$ cat config.mk
export PLATFORM = sky130hd
export DESIGN_NAME = stopwatch_ctrl_flat
export DESIGN_NICKNAME = d
export VERILOG_FILES = /design/src/rtl/stopwatch_ctrl_if.sv /design/src/rtl/stopwatch_ctrl.sv /design/src/flat_wrapper.sv
export SDC_FILE = /design/constraint.sdc
export NUM_CORES = 1
export LEC_CHECK = 0
export BUFFER_PORTS_ARGS = -buffer_cell sky130_fd_sc_hd__buf_2
export CAP_MARGIN = 20
export CORE_ASPECT_RATIO = 1.5
export CORE_UTILIZATION = 50
export DETAILED_ROUTE_END_ITERATION = 6
export PLACE_DENSITY = 0.7
export SYNTH_ARGS = -nofsm -noshare
export SYNTH_HDL_FRONTEND = slang
export SYNTH_SLANG_ARGS = --single-unit
export TNS_END_PERCENT = 100
$ cat constraint.sdc
create_clock -name clk -period 1.9 [get_ports clk]
set_input_delay 0.19 -clock clk [delete_from_list [all_inputs] [get_ports clk]]
set_output_delay 0.19 -clock clk [all_outputs]
set_load 0.1 [all_outputs]
$ cat src/rtl/stopwatch_ctrl_if.sv
// Bundles the stopwatch controller's button, counter and display signals.
// master drives buttons and live digits; slave is the controller side.
interface stopwatch_ctrl_if;
    logic       btn_ss;
    logic       btn_lap;
    logic       btn_clr;
    logic [3:0] cnt_d3;
    logic [3:0] cnt_d2;
    logic [3:0] cnt_d1;
    logic [3:0] cnt_d0;
    logic       cnt_en;
    logic       cnt_clr;
    logic [3:0] disp_d3;
    logic [3:0] disp_d2;
    logic [3:0] disp_d1;
    logic [3:0] disp_d0;
    logic [1:0] state;
    logic       lap_active;

    modport master (
        output btn_ss, btn_lap, btn_clr, cnt_d3, cnt_d2, cnt_d1, cnt_d0,
        input  cnt_en, cnt_clr, disp_d3, disp_d2, disp_d1, disp_d0, state, lap_active
    );

    modport slave (
        input  btn_ss, btn_lap, btn_clr, cnt_d3, cnt_d2, cnt_d1, cnt_d0,
        output cnt_en, cnt_clr, disp_d3, disp_d2, disp_d1, disp_d0, state, lap_active
    );
endinterface

$ cat src/rtl/stopwatch_ctrl.sv
// Stopwatch control sequencer: debounces start/stop, lap and clear buttons, runs the
// run/pause/lap FSM, drives counter enable/clear and muxes live or frozen digits to the display.
module stopwatch_ctrl #(
    parameter int unsigned DB_CYCLES = 20000
) (
    input logic             clk,
    input logic             reset,
    stopwatch_ctrl_if.slave bus
);

    localparam int unsigned CW = (DB_CYCLES > 1) ? $clog2(DB_CYCLES) : 1;
    localparam logic [CW-1:0] CntMax = CW'(DB_CYCLES - 1);

    typedef enum logic [1:0] {
        StIdle  = 2'b00,
        StRun   = 2'b01,
        StPause = 2'b10,
        StLap   = 2'b11
    } state_e;

    // Bit order: 0 = lap, 1 = start/stop, 2 = clear.
    logic [2:0] raw;
    logic [2:0] press;

    assign raw = {bus.btn_clr, bus.btn_ss, bus.btn_lap};

    for (genvar i = 0; i < 3; i++) begin : g_db
        logic          sync1_q;
        logic          sync_q;
        logic          level_q;
        logic          level_prev_q;
        logic          press_q;
        logic [CW-1:0] cnt_q;

        always_ff @(posedge clk) begin
            if (reset) begin
                sync1_q      <= 1'b0;
                sync_q       <= 1'b0;
                level_q      <= 1'b0;
                level_prev_q <= 1'b0;
                press_q      <= 1'b0;
                cnt_q        <= '0;
            end else begin
                sync1_q      <= raw[i];
                sync_q       <= sync1_q;
                level_prev_q <= level_q;
                press_q      <= level_q & ~level_prev_q;
                if (sync_q != level_q) begin
                    if (cnt_q == CntMax) begin
                        level_q <= sync_q;
                        cnt_q   <= '0;
                    end else begin
                        cnt_q <= cnt_q + 1'b1;
                    end
                end else begin
                    cnt_q <= '0;
                end
            end
        end

        assign press[i] = press_q;
    end

    logic        p_lap;
    logic        p_ss;
    logic        p_clr;
    logic [15:0] live;

    assign p_lap = press[0];
    assign p_ss  = press[1];
    assign p_clr = press[2];
    assign live  = {bus.cnt_d3, bus.cnt_d2, bus.cnt_d1, bus.cnt_d0};

    state_e      state_q;
    logic        cnt_en_q;
    logic        cnt_clr_q;
    logic [15:0] lap_q;

    // if/else ordering clr > ss > lap gives the priority; a won-but-ignored clr swallows the rest.
    always_ff @(posedge clk) begin
        if (reset) begin
            state_q   <= StIdle;
            cnt_en_q  <= 1'b0;
            cnt_clr_q <= 1'b0;
            lap_q     <= '0;
        end else begin
            cnt_clr_q <= 1'b0;
            unique case (state_q)
                StIdle: begin
                    if (p_clr) begin
                        cnt_clr_q <= 1'b1;
                    end else if (p_ss) begin
                        state_q  <= StRun;
                        cnt_en_q <= 1'b1;
                    end
                end
                StRun: begin
                    if (!p_clr) begin
                        if (p_ss) begin
                            state_q  <= StPause;
                            cnt_en_q <= 1'b0;
                        end else if (p_lap) begin
                            state_q <= StLap;
                            lap_q   <= live;
                        end
                    end
                end
                StLap: begin
                    if (p_clr) begin
                        state_q <= StRun;
                    end else if (p_ss) begin
                        state_q  <= StPause;
                        cnt_en_q <= 1'b0;
                    end else if (p_lap) begin
                        lap_q <= live;
                    end
                end
                StPause: begin
                    if (p_clr) begin
                        state_q   <= StIdle;
                        cnt_clr_q <= 1'b1;
                    end else if (p_ss) begin
                        state_q  <= StRun;
                        cnt_en_q <= 1'b1;
                    end
                end
            endcase
        end
    end

    logic lap_active;

    assign lap_active     = (state_q == StLap);
    assign bus.state      = state_q;
    assign bus.lap_active = lap_active;
    assign bus.cnt_en     = cnt_en_q;
    assign bus.cnt_clr    = cnt_clr_q;
    assign {bus.disp_d3, bus.disp_d2, bus.disp_d1, bus.disp_d0} = lap_active ? lap_q : live;

endmodule

$ cat src/flat_wrapper.sv
// flat-port wrapper written by rule: the top's interface ports become plain ports
module stopwatch_ctrl_flat 
#(
    parameter int unsigned DB_CYCLES = 20000
)
  (clk, reset, bus_btn_ss, bus_btn_lap, bus_btn_clr, bus_cnt_d3, bus_cnt_d2, bus_cnt_d1, bus_cnt_d0, bus_cnt_en, bus_cnt_clr, bus_disp_d3, bus_disp_d2, bus_disp_d1, bus_disp_d0, bus_state, bus_lap_active);
  stopwatch_ctrl_if bus_i ();
  input logic clk;
  input logic reset;
  input wire logic [$bits(bus_i.btn_ss)-1:0] bus_btn_ss;
  input wire logic [$bits(bus_i.btn_lap)-1:0] bus_btn_lap;
  input wire logic [$bits(bus_i.btn_clr)-1:0] bus_btn_clr;
  input wire logic [$bits(bus_i.cnt_d3)-1:0] bus_cnt_d3;
  input wire logic [$bits(bus_i.cnt_d2)-1:0] bus_cnt_d2;
  input wire logic [$bits(bus_i.cnt_d1)-1:0] bus_cnt_d1;
  input wire logic [$bits(bus_i.cnt_d0)-1:0] bus_cnt_d0;
  output wire logic [$bits(bus_i.cnt_en)-1:0] bus_cnt_en;
  output wire logic [$bits(bus_i.cnt_clr)-1:0] bus_cnt_clr;
  output wire logic [$bits(bus_i.disp_d3)-1:0] bus_disp_d3;
  output wire logic [$bits(bus_i.disp_d2)-1:0] bus_disp_d2;
  output wire logic [$bits(bus_i.disp_d1)-1:0] bus_disp_d1;
  output wire logic [$bits(bus_i.disp_d0)-1:0] bus_disp_d0;
  output wire logic [$bits(bus_i.state)-1:0] bus_state;
  output wire logic [$bits(bus_i.lap_active)-1:0] bus_lap_active;
  assign bus_i.btn_ss = bus_btn_ss;
  assign bus_i.btn_lap = bus_btn_lap;
  assign bus_i.btn_clr = bus_btn_clr;
  assign bus_i.cnt_d3 = bus_cnt_d3;
  assign bus_i.cnt_d2 = bus_cnt_d2;
  assign bus_i.cnt_d1 = bus_cnt_d1;
  assign bus_i.cnt_d0 = bus_cnt_d0;
  assign bus_cnt_en = bus_i.cnt_en;
  assign bus_cnt_clr = bus_i.cnt_clr;
  assign bus_disp_d3 = bus_i.disp_d3;
  assign bus_disp_d2 = bus_i.disp_d2;
  assign bus_disp_d1 = bus_i.disp_d1;
  assign bus_disp_d0 = bus_i.disp_d0;
  assign bus_state = bus_i.state;
  assign bus_lap_active = bus_i.lap_active;
  stopwatch_ctrl #(.DB_CYCLES(DB_CYCLES)) u_core (.clk(clk), .reset(reset), .bus(bus_i));
endmodule
==> results.md, run 1 <==
- Status: completed
- TritonCTS Buffers: 9
- Initial Util: 51.4%
- Gr ovfl total: 0
- GPL Wtd Cong: 0.771
- CP Launch Type: flip-flop
- Number of global-route vias before repair: 2487
- Relative slew slack: 67.8%
- Period utilization: 96.1%
- HP Class: in -> reg
- Clock sink count: 80
- Clock Latency Late Sink: 0.34 ns
- Seq/Total Area, Yosys: 48.0%
- Met3 usage: 5.36%
- Drt initial violations: 50
- Mapped Cells: 370
- Area growth syn-to-layout: 17.4%
- Die X-Extent: 68.7 µm
- Antenna violations before repair: 0
- Antenna Cells: 0
- First-pass GRT wire length: 10300 µm
- Met1 usage: 20.7%
- GR Layer Usage met2: 34.2%
- Non-Filler Instances: 495
- Antenna Nets Post-Route: 0
- Crit. End Element: output pin
- Area of the multi-input gates: 1640 µm²
- Fin. max-slew vios: 0
- FF+latch area: 1610 µm²
- Fill count: 595
- Setup Crit Path Kind: reg -> out
- Clk slew on worst S/H paths: 0.09 ns
- Top Usage Layer GRT: met2
- Unrepaired setup endpoints after global routing: no
- DRC: 0
- Syn Nets: 394
- Setup TNS: 0 ns
- Core Rows: 36
- Placed insts: 479
- Actual slew at the worst max-slew pin: 0.486 ns
- Yosys warnings: 0
- DIE HEIGHT: 102 µm
- TritonRoute pass-1 iters: 6
- Worst vdd ir: 0.762 mV
- DPL Wire Length: 4310 µm
- Crit path DAT: 1.63 ns
- Final nets: 438
- Max Cap Viol: 0
- Synth unique cells: 33
- Minimum clock period: 1.82 ns
- Pwr Density: 835 nW/µm²
- Post-CTS setup buffer count: 0
- Layout cells sized above 1: 20.5%
- DR vias/cell: 5.29
- Synthesized area per cell: 9.01 µm²
- Fmax: 548 MHz
- Io pins: 42
- Die area: 7010 µm²
- GRT Util Overall: 19.1%
- Core ar.: 6490 µm²
- Post-synthesis register bit count: 80
- Largest net degree at the start of global routing: 20
- Root Driver: clkbuf_8
- I/O Buffers: 41
- Final setup fails: 0
- H-tree level count: 3
- CTS tree: yes
- Leak pwr: 1.39 nW
- Critical path data required time: 1.71 ns
- Wirelength per Cell: 12.0 µm
- Cell Area, Synth: 3330 µm²
- Final hold vios: 0
- Final WL: 5960 µm
- Max clock buf depth: 2
- Clock skew: 0.00887 ns
- Via count: 2621
- Crit-path max FO: 17
cells in the final DEF, fill, tap and decap left out, types with 15 or more instances in the layout:
cell type and n:
nand4_1 16, nor2_1 52, mux2_2 15, dfxtp_1 78, xnor2_1 25, a21oi_1 18
xor2_1 16, nand3_1 15, buf_2 29, nand2_1 46
per-layer routing:
layer	vias to the layer above	wire (µm)
li1	1343	-
met1	1228	2500
met2	46	3200
met3	4	203
met4	0	53
met5	-	0
registers in the layout (all words and copies together) (netlist names):
register / count
u_core.bus.cnt_clr: 1
u_core.bus.cnt_en: 1
u_core.bus.state: 2
u_core.g_db.cnt_q: 45
u_core.g_db.level_prev_q: 3
u_core.g_db.level_q: 3
u_core.g_db.press_q: 3
u_core.g_db.sync1_q: 3
u_core.g_db.sync_q: 3
u_core.lap_q: 16
Yosys cell counts:
cell       instances  area share, %
dfxtp_1           80             48
nor2_1            52            5.9
nand2_1           46            5.2
xnor2_1           25            6.6
a21oi_1           18            2.7
mux2_2            16            5.4
nand4_1           16            3.0
xor2_1            16            4.2
nand3_1           15            2.3
nor2b_1           13            2.4
buf_2              8            1.2
nor3_1             8            1.2
nor4_1             8            1.5
clkbuf_1           7           0.79
inv_1              6           0.68
and3_1             5           0.94
nand2b_1           5           0.94
nor4b_1            4            1.1
ha_1               3            1.1
mux2i_1            3           0.90
a211oi_1           2           0.45
and4_1             2           0.53
o21ai_0            2           0.30
and4_4             1           0.34
buf_6              1           0.34
nand2_4            1           0.34
nand4b_1           1           0.26
nand4bb_1          1           0.34
nor3b_1            1           0.23
nor4bb_1           1           0.30
o31ai_1            1           0.23
or3_1              1           0.19
or4_1              1           0.23
worst paths after layout:
kind	start	to	slack, ns	depth (start not counted)
setup / recovery	u_core.bus.state[0]	bus_disp_d3[0]	0.08	4
hold / removal	bus_btn_clr	u_core.g_db[2].sync1_q	0.07	2
setup reg to reg	u_core.g_db[0].cnt_q[0]	u_core.g_db[0].cnt_q[14]	0.25	5
hold reg to reg	u_core.g_db[0].level_prev_q	u_core.g_db[0].press_q	0.39	1
where the power goes:
group | internal [W] | switching [W] | leakage, nW
sequential | 0.00168 | 0.00000399 | 0.647
combinational | 0.0000585 | 0.000176 | 0.637
clock | 0.000747 | 0.000603 | 0.103
timing repair:
item | 4_1_cts | 5_1_grt
hold buffers | 0 | 0
gates resized for setup | 0 | 11
setup endpoints to repair | 0 | 15
critical path: stages, from the launching register on:
cell      delay (ns)
dfxtp_4         0.38
nand2_1         0.08
buf_6           0.19
mux2_2          0.36
clkbuf_4        0.28
layout make-up:
cell class                 count  share of cell area, %
multi-input combinational    268                   42.0
sequential                    80                   41.0
timing repair buffer          49                   8.28
clock buffer                  10                   3.26
tap                           76                   2.43
clock inverter                 6                   2.36
inverter                       6                  0.671
stage by stage:
stage	power [W]	hold WS (ns)	utilization, %	setup WS (ns)	cell area [µm²]
2_1_floorplan	0.00190	0.318	-	-0.0873	3350
3_3_place_gp	0.00195	0.374	56.5	0.298	3670
3_5_place_dp	0.00195	0.383	56.5	0.255	3670
4_1_cts	0.00330	0.0581	59.9	0.000696	3890
5_1_grt	0.00339	0.0695	60.4	0.00270	3920
6_report	0.00327	0.0749	60.4	0.0750	3920
kinds of logic after synthesis:
family,synth area share [%]
buf+inv,3.00
flops,48.0
fa+ha+maj,1.13
compound gates,3.68
simple gates,27.1
xor+xnor,10.8
mux,6.30
Power figures use the tool's default switching activity.
==> run 2: changes to the inputs <==
--- a/config.mk
+++ b/config.mk
@@ -9,6 +9,7 @@
 export CAP_MARGIN = 20
 export CORE_ASPECT_RATIO = 1.5
 export CORE_UTILIZATION = 50
+export CTS_BUF_LIST = sky130_fd_sc_hd__clkbuf_4
 export DETAILED_ROUTE_END_ITERATION = 6
 export PLACE_DENSITY = 0.7
 export SYNTH_ARGS = -nofsm -noshare
==> run 2 against run 1 <==
Clock power shrank 16%. Via count grew 4.6%. Clock skew grew 0.0067 ns. Largest cell class unchanged.
==> results.md, run 2 (synthesis gave the netlist of run 1 again) <==
- Status: completed
- GPL Wtd Cong: 0.771 (unchanged)
- Worst vdd ir: 0.559 mV (-27%)
- Largest net degree at the start of global routing: 20 (unchanged)
- HP Class: in -> reg
- Met1 usage: 22.1% (+1.3 points)
- Leak pwr: 1.49 nW (+7.8%)
- R2R Path Start: u_core.g_db[0].cnt_q[0]
- Largest regs: u_core.g_db.cnt_q: 45 flops, u_core.lap_q: 16 flops
- Setup Crit Path Kind: reg -> out
- Fin. max-slew vios: 0 (unchanged)
- Most common cell after layout, fill and taps aside: dfxtp_1
- Final WL: 6790 µm (+14%)
- Wirelength per Cell: 13.3 µm (+10%)
- CP Launch Type: flip-flop
- Post-place setup slack: 0.255 ns (unchanged)
- Core ar.: 6490 µm² (unchanged)
- Total power: 0.00311 W (-5.0%)
- Unrepaired setup endpoints after global routing: no
- Minimum clock period: 1.79 ns (-0.0337 ns)
- Met3 usage: 4.91% (-0.45 points)
- R2R setup slack: 0.24 ns (about the same)
- Gr ovfl total: 0 (unchanged)
- Antenna violations before repair: 0 (unchanged)
- Commonest non-fill, non-tap cells in the layout: dfxtp_1, nor2_1, nand2_1, xnor2_1, buf_2
- Top Usage Layer GRT: met2
- Post-CTS setup buffer count: 0 (unchanged)
- Core Rows: 36 (unchanged)
- CTS tree: yes
- TritonRoute pass-1 iters: 7 (+1)
- Max FFs per register: 45 (unchanged)
- Relative slew slack: 67.8% (about the same)
- TritonCTS Buffers: 9 (unchanged)
- GRT Util Overall: 20.5% (+1.4 points)
- Period utilization: 94.3% (-1.8 points)
- Die area: 7010 µm² (unchanged)
- Reg with most FFs: u_core.g_db.cnt_q
- Via count: 2741 (+4.6%)
- Final setup fails: 0 (unchanged)
- Drt initial violations: 76 (+52%)
- H-tree level count: 3 (unchanged)
- FF+latch area: 1610 µm² (unchanged)
- Crit. End Element: output pin
- Hold path endpoint: u_core.lap_q[13]
- DRC: 0 (unchanged)
- Final hold vios: 0 (unchanged)
- DPL Wire Length: 4310 µm (unchanged)
- Max Cap Viol: 0 (unchanged)
- Clock skew: 0.0156 ns (+0.00673 ns)
- Max clock buf depth: 2 (unchanged)
- Hold path depth: 3 (+1)
- PnR worst setup slack: 0.109 ns (+0.0337 ns)
- I/O Buffers: 41 (unchanged)
- R2R depth: 5 (unchanged)
- Number of global-route vias before repair: 2644 (+6.3%)
- Clock Latency Late Sink: 0.40 ns (+0.06 ns)
- Root Driver: clkbuf_4
- Clk slew on worst S/H paths: 0.13 ns (+0.04 ns)
- Area growth syn-to-layout: 23.9%
- Antenna Nets Post-Route: 0 (unchanged)
- Crit path DAT: 1.60 ns (-0.03 ns)
- First-pass GRT wire length: 10900 µm (+6.7%)
- Hold Crit Start: bus_cnt_d3[1]
- Crit-path max FO: 8 (-9)
- Io pins: 42 (unchanged)
- Final nets: 455 (+3.9%)
- Die X-Extent: 68.7 µm (unchanged)
- DIE HEIGHT: 102 µm (unchanged)
- Fill count: 541 (-9.1%)
- Layout cells sized above 1: 20.4% (-0.11 points)
- Initial Util: 51.4% (unchanged)
- Area of the multi-input gates: 1650 µm² (+0.46%)
- GR Layer Usage met2: 36.9% (+2.6 points)
- DR vias/cell: 5.35 (+1.1%)
- Actual slew at the worst max-slew pin: 0.486 ns (-0.000453 ns)
- Critical path data required time: 1.71 ns (about the same)
- Clock sink count: 80 (unchanged)
- Antenna Cells: 0 (unchanged)
- Fmax: 558 MHz (+1.9%)
- Pwr Density: 752 nW/µm² (-10%)
- Critical R2R Capture: u_core.g_db[0].cnt_q[14]
run 2: cell count changes in the layout (fill, tap and decap cells not counted):
| cell | previous run | this run |
|---|---|---|
| nand2_1 | 46 | 45 |
| dlygate4sd3_1 | 0 | 16 |
| clkbuf_8 | 9 | 0 |
| clkbuf_1 | 1 | 0 |
| buf_6 | 1 | 15 |
| buf_12 | 2 | 3 |
| clkbuf_16 | 0 | 1 |
| nand2_4 | 1 | 2 |
| buf_2 | 29 | 24 |
run 2: repair_timing:
action	4_1_cts	5_1_grt
setup endpoints to repair	15	15
pin swaps	0	0
resized for setup	17	18
hold buffers	14	2
endpoints found under the hold margin	14	2
gates cloned	0	1
run 2: through the flow:
step	utilization [%]	std cells	cell area (µm²)	hold slack [ns]	setup TNS, ns
3_5_place_dp	56.5	479	3670	0.383	0
4_1_cts	62.0	509	4020	0.00144	0
2_1_floorplan	-	370	3350	0.318	-0.698
3_3_place_gp	56.5	479	3670	0.374	0
5_1_grt	63.7	512	4130	0.0226	0
6_report	63.7	512	4130	0.0420	0
run 2: worst max-delay path by stage:
stage,slack [ns],startpoint,endpoint
finish,0.11,u_core.bus.state[0],bus_disp_d0[2]
global route,0.04,u_core.bus.state[0],bus_disp_d0[2]
CTS,0.004,u_core.bus.state[0],bus_disp_d3[0]
global placement,0.30,u_core.g_db[0].cnt_q[0],u_core.g_db[0].cnt_q[14]
detailed placement,0.26,u_core.g_db[0].cnt_q[0],u_core.g_db[0].cnt_q[7]
floorplan,-0.09,u_core.bus.state[1],bus_disp_d1[3]
run 2: area by class of cell:
cell class,instances,share of cell area (%)
inverter,6,0.636
timing repair buffer,66,14.2
clock buffer,10,1.82
tap,76,2.30
sequential,80,38.9
multi-input combinational,268,39.9
clock inverter,6,2.24
run 2: where the power goes:
part	switching (W)	internal [W]
Clock	0.000581	0.000555
Sequential	0.00000403	0.00168
Combinational	0.000188	0.0000960
run 2: layer usage:
metal,wire length (µm),part of all wire (%)
met1,2750,40
met3,212,3.1
met2,3680,54
met5,0,0
met4,143,2.1
run 2: critical path, cell delays in order (launching register included):
cell,delay [ns]
dfxtp_4,0.40
nand2_4,0.10
clkbuf_16,0.16
mux2_2,0.34
buf_6,0.19
==> run 3: changes to the inputs <==
--- a/config.mk
+++ b/config.mk
@@ -8,10 +8,10 @@
 export BUFFER_PORTS_ARGS = -buffer_cell sky130_fd_sc_hd__buf_2
 export CAP_MARGIN = 20
 export CORE_ASPECT_RATIO = 1.5
-export CORE_UTILIZATION = 50
+export CORE_UTILIZATION = 55
 export CTS_BUF_LIST = sky130_fd_sc_hd__clkbuf_4
 export DETAILED_ROUTE_END_ITERATION = 6
-export PLACE_DENSITY = 0.7
+export PLACE_DENSITY = 0.76
 export SYNTH_ARGS = -nofsm -noshare
 export SYNTH_HDL_FRONTEND = slang
 export SYNTH_SLANG_ARGS = --single-unit
==> run 3 against run 2 <==
Count of clock-buffer cells in the layout did not move. Critical endpoint unchanged. Setup slack got worse by 0.045 ns. First-iteration DRC count rose by 76%. Sequential power barely moved. Hold slack got worse by 0.038 ns. Global-route usage rose by 1.3 points. Fmax fell by 2.5%. Combinational power fell by 9.9%. Wire length fell by 5.3%. Total power rose by 1.0%. Sequential share of layout area rose by 1.2 points.
==> results.md, run 3 (synthesis gave the netlist of run 1 again) <==
- Leak pwr: 1.45 nW (-2.7%)
- Gr ovfl total: 0 (unchanged)
- Antenna Nets Post-Route: 0 (unchanged)
- Die area: 6380 µm² (-8.9%)
- Placed insts: 474 (-1.0%)
- Combinational Power Share: 8.1% (-1.0 points)
- Minimum clock period: 1.84 ns (+0.0454 ns)
- Max clock buf depth: 2 (unchanged)
- Clock Latency Late Sink: 0.41 ns (about the same)
- DPL Wire Length: 4250 µm (-1.4%)
- Most common cell after layout, fill and taps aside: dfxtp_1
- Worst vdd ir: 0.634 mV (+14%)
- Clk slew on worst S/H paths: 0.13 ns (about the same)
- Switching part of the total: 22.7% (-2.1 points)
- DRC: 0 (unchanged)
- Worst setup endpoint: bus_disp_d0[2]
- Hold path depth: 3 (unchanged)
- Final WL: 6430 µm (-5.3%)
- Fin. max-slew vios: 0 (unchanged)
- Final nets: 446 (-2.0%)
- R2R depth: 5 (unchanged)
- Sw Pwr: 0.000714 W (-7.6%)
- Io pins: 42 (unchanged)
- Unrepaired setup endpoints after global routing: no
- Clk pwr share: 38.1% (+1.5 points)
- Final setup fails: 0 (unchanged)
- R2R setup slack: 0.22 ns (-0.02 ns)
- Largest net degree at the start of global routing: 19 (-5.0%)
- Max FFs per register: 45 (unchanged)
- Clock sink count: 80 (unchanged)
- Core ar.: 5830 µm² (-10%)
- Setup crit start: u_core.bus.state[0]
- Actual slew at the worst max-slew pin: 0.485 ns (-0.00122 ns)
- Hold Crit Start: bus_cnt_d0[0]
- GPL Wtd Cong: 0.823 (+6.6%)
- Number of global-route vias before repair: 2693 (+1.9%)
- GRT Util Overall: 21.8% (+1.3 points)
- Root Driver: clkbuf_4
- DR vias/cell: 5.32 (-0.56%)
- Final Core Density: 68.8% (+5.0 points)
- Sequential power share: 53.7% (-0.6 points)
- Period utilization: 96.7% (+2.4 points)
- Total power: 0.00314 W (+1.0%)
- First-pass GRT wire length: 11000 µm (+0.95%)
- Setup Crit Path Kind: reg -> out
- Pint: 0.00243 W (+3.9%)
- Critical path data required time: 1.71 ns (about the same)
- Wirelength per Cell: 12.9 µm (-2.6%)
- Area growth syn-to-layout: 20.2%
- Core Rows: 34 (-5.6%)
- Final hold vios: 0 (unchanged)
- Initial Util: 57.2% (+5.8 points)
- HP Class: in -> reg
- Max Cap Viol: 0 (unchanged)
- Crit-path max FO: 8 (unchanged)
- Largest regs: u_core.g_db.cnt_q: 45 flops, u_core.lap_q: 16 flops
- CTS tree: yes
- Fill count: 433 (-20%)
- Fmax: 544 MHz (-2.5%)
- Drt initial violations: 134 (+76%)
- R2R Path Start: u_core.g_db[0].cnt_q[0]
- Status: completed
- H-tree level count: 3 (unchanged)
- Via count: 2651 (-3.3%)
- Critical R2R Capture: u_core.g_db[0].cnt_q[14]
- Area of the multi-input gates: 1650 µm² (unchanged)
- Crit path DAT: 1.65 ns (+0.05 ns)
- CP Launch Type: flip-flop
- I/O Buffers: 41 (unchanged)
- DIE HEIGHT: 97.4 µm (-4.6%)
- Non-Filler Instances: 498 (-2.7%)
- Clock skew: 0.0192 ns (+0.00359 ns)
- TritonRoute pass-1 iters: 4 (-3)
- Antenna violations before repair: 0 (unchanged)
- FF+latch area: 1610 µm² (unchanged)
- Layout cells sized above 1: 20.0% (-0.46 points)
- Crit. End Element: output pin
- Reg with most FFs: u_core.g_db.cnt_q
- Relative slew slack: 67.9% (+0.081 points)
- TritonCTS Buffers: 9 (unchanged)
- Antenna Cells: 0 (unchanged)
- Die X-Extent: 65.6 µm (-4.5%)
- Pwr Density: 784 nW/µm² (+4.2%)
- Commonest non-fill, non-tap cells in the layout: dfxtp_1, nor2_1, nand2_1, xnor2_1, buf_2
[run 3: how the worst min path moves through the flow]
stage / end / slack (ns)
after global placement: u_core.g_db[1].press_q / 0.38
after detailed placement: u_core.g_db[0].press_q / 0.38
after global routing: u_core.lap_q[0] / 0.004
final: u_core.lap_q[0] / 0.004
after CTS: u_core.lap_q[2] / 0.003
after floorplan: u_core.g_db[0].sync1_q / 0.32
[run 3: stage by stage]
step / TNS [ns] / hold slack [ns] / setup slack, ns / area [µm²]
3_5_place_dp: 0 / 0.378 / 0.249 / 3650
6_report: 0 / 0.00429 / 0.0633 / 4010
5_1_grt: 0 / 0.00446 / 0.0125 / 4010
2_1_floorplan: -0.698 / 0.318 / -0.0873 / 3350
4_1_cts: 0 / 0.00288 / 0.00661 / 3950
3_3_place_gp: 0 / 0.376 / 0.304 / 3650
[run 3: timing repair]
item | 4_1_cts | 5_1_grt
gates cloned | 0 | 1
hold buffers | 8 | 0
hold endpoints to repair | 8 | 0
setup endpoints to repair | 15 | 15
buffers inserted | 0 | 0
resized for setup | 16 | 9
[run 3: layer usage]
layer	GRT usage, %	up-vias	share of wire [%]
li1	-	1352	-
met1	21.8	1245	40
met2	40.8	43	55
met3	3.87	11	2.8
met4	11.4	0	1.9
met5	0	-	0
[run 3: area by class of cell]
cell class	instances	share of cell area, %
Clock inverter	5	2.44
Inverter	6	0.656
Clock buffer	10	1.87
Timing Repair Buffer	57	11.5
Multi-Input combinational cell	268	41.2
Tap cell	72	2.25
Sequential cell	80	40.1
[run 3: critical path, stage by stage, from the launching register on]
cell	delay [ns]
dfxtp_4	0.40
nand2_4	0.11
clkbuf_16	0.16
mux2_2	0.33
buf_4	0.23
[run 3: power by group through the flow]
stage                     clock network, W  registers, W  logic, W
after floorplan                          0       0.00172  0.000176
after global placement                   0       0.00172  0.000225
after detailed placement                 0       0.00173  0.000226
after CTS                          0.00122       0.00169  0.000251
after global routing               0.00130       0.00169  0.000266
final                              0.00120       0.00169  0.000256
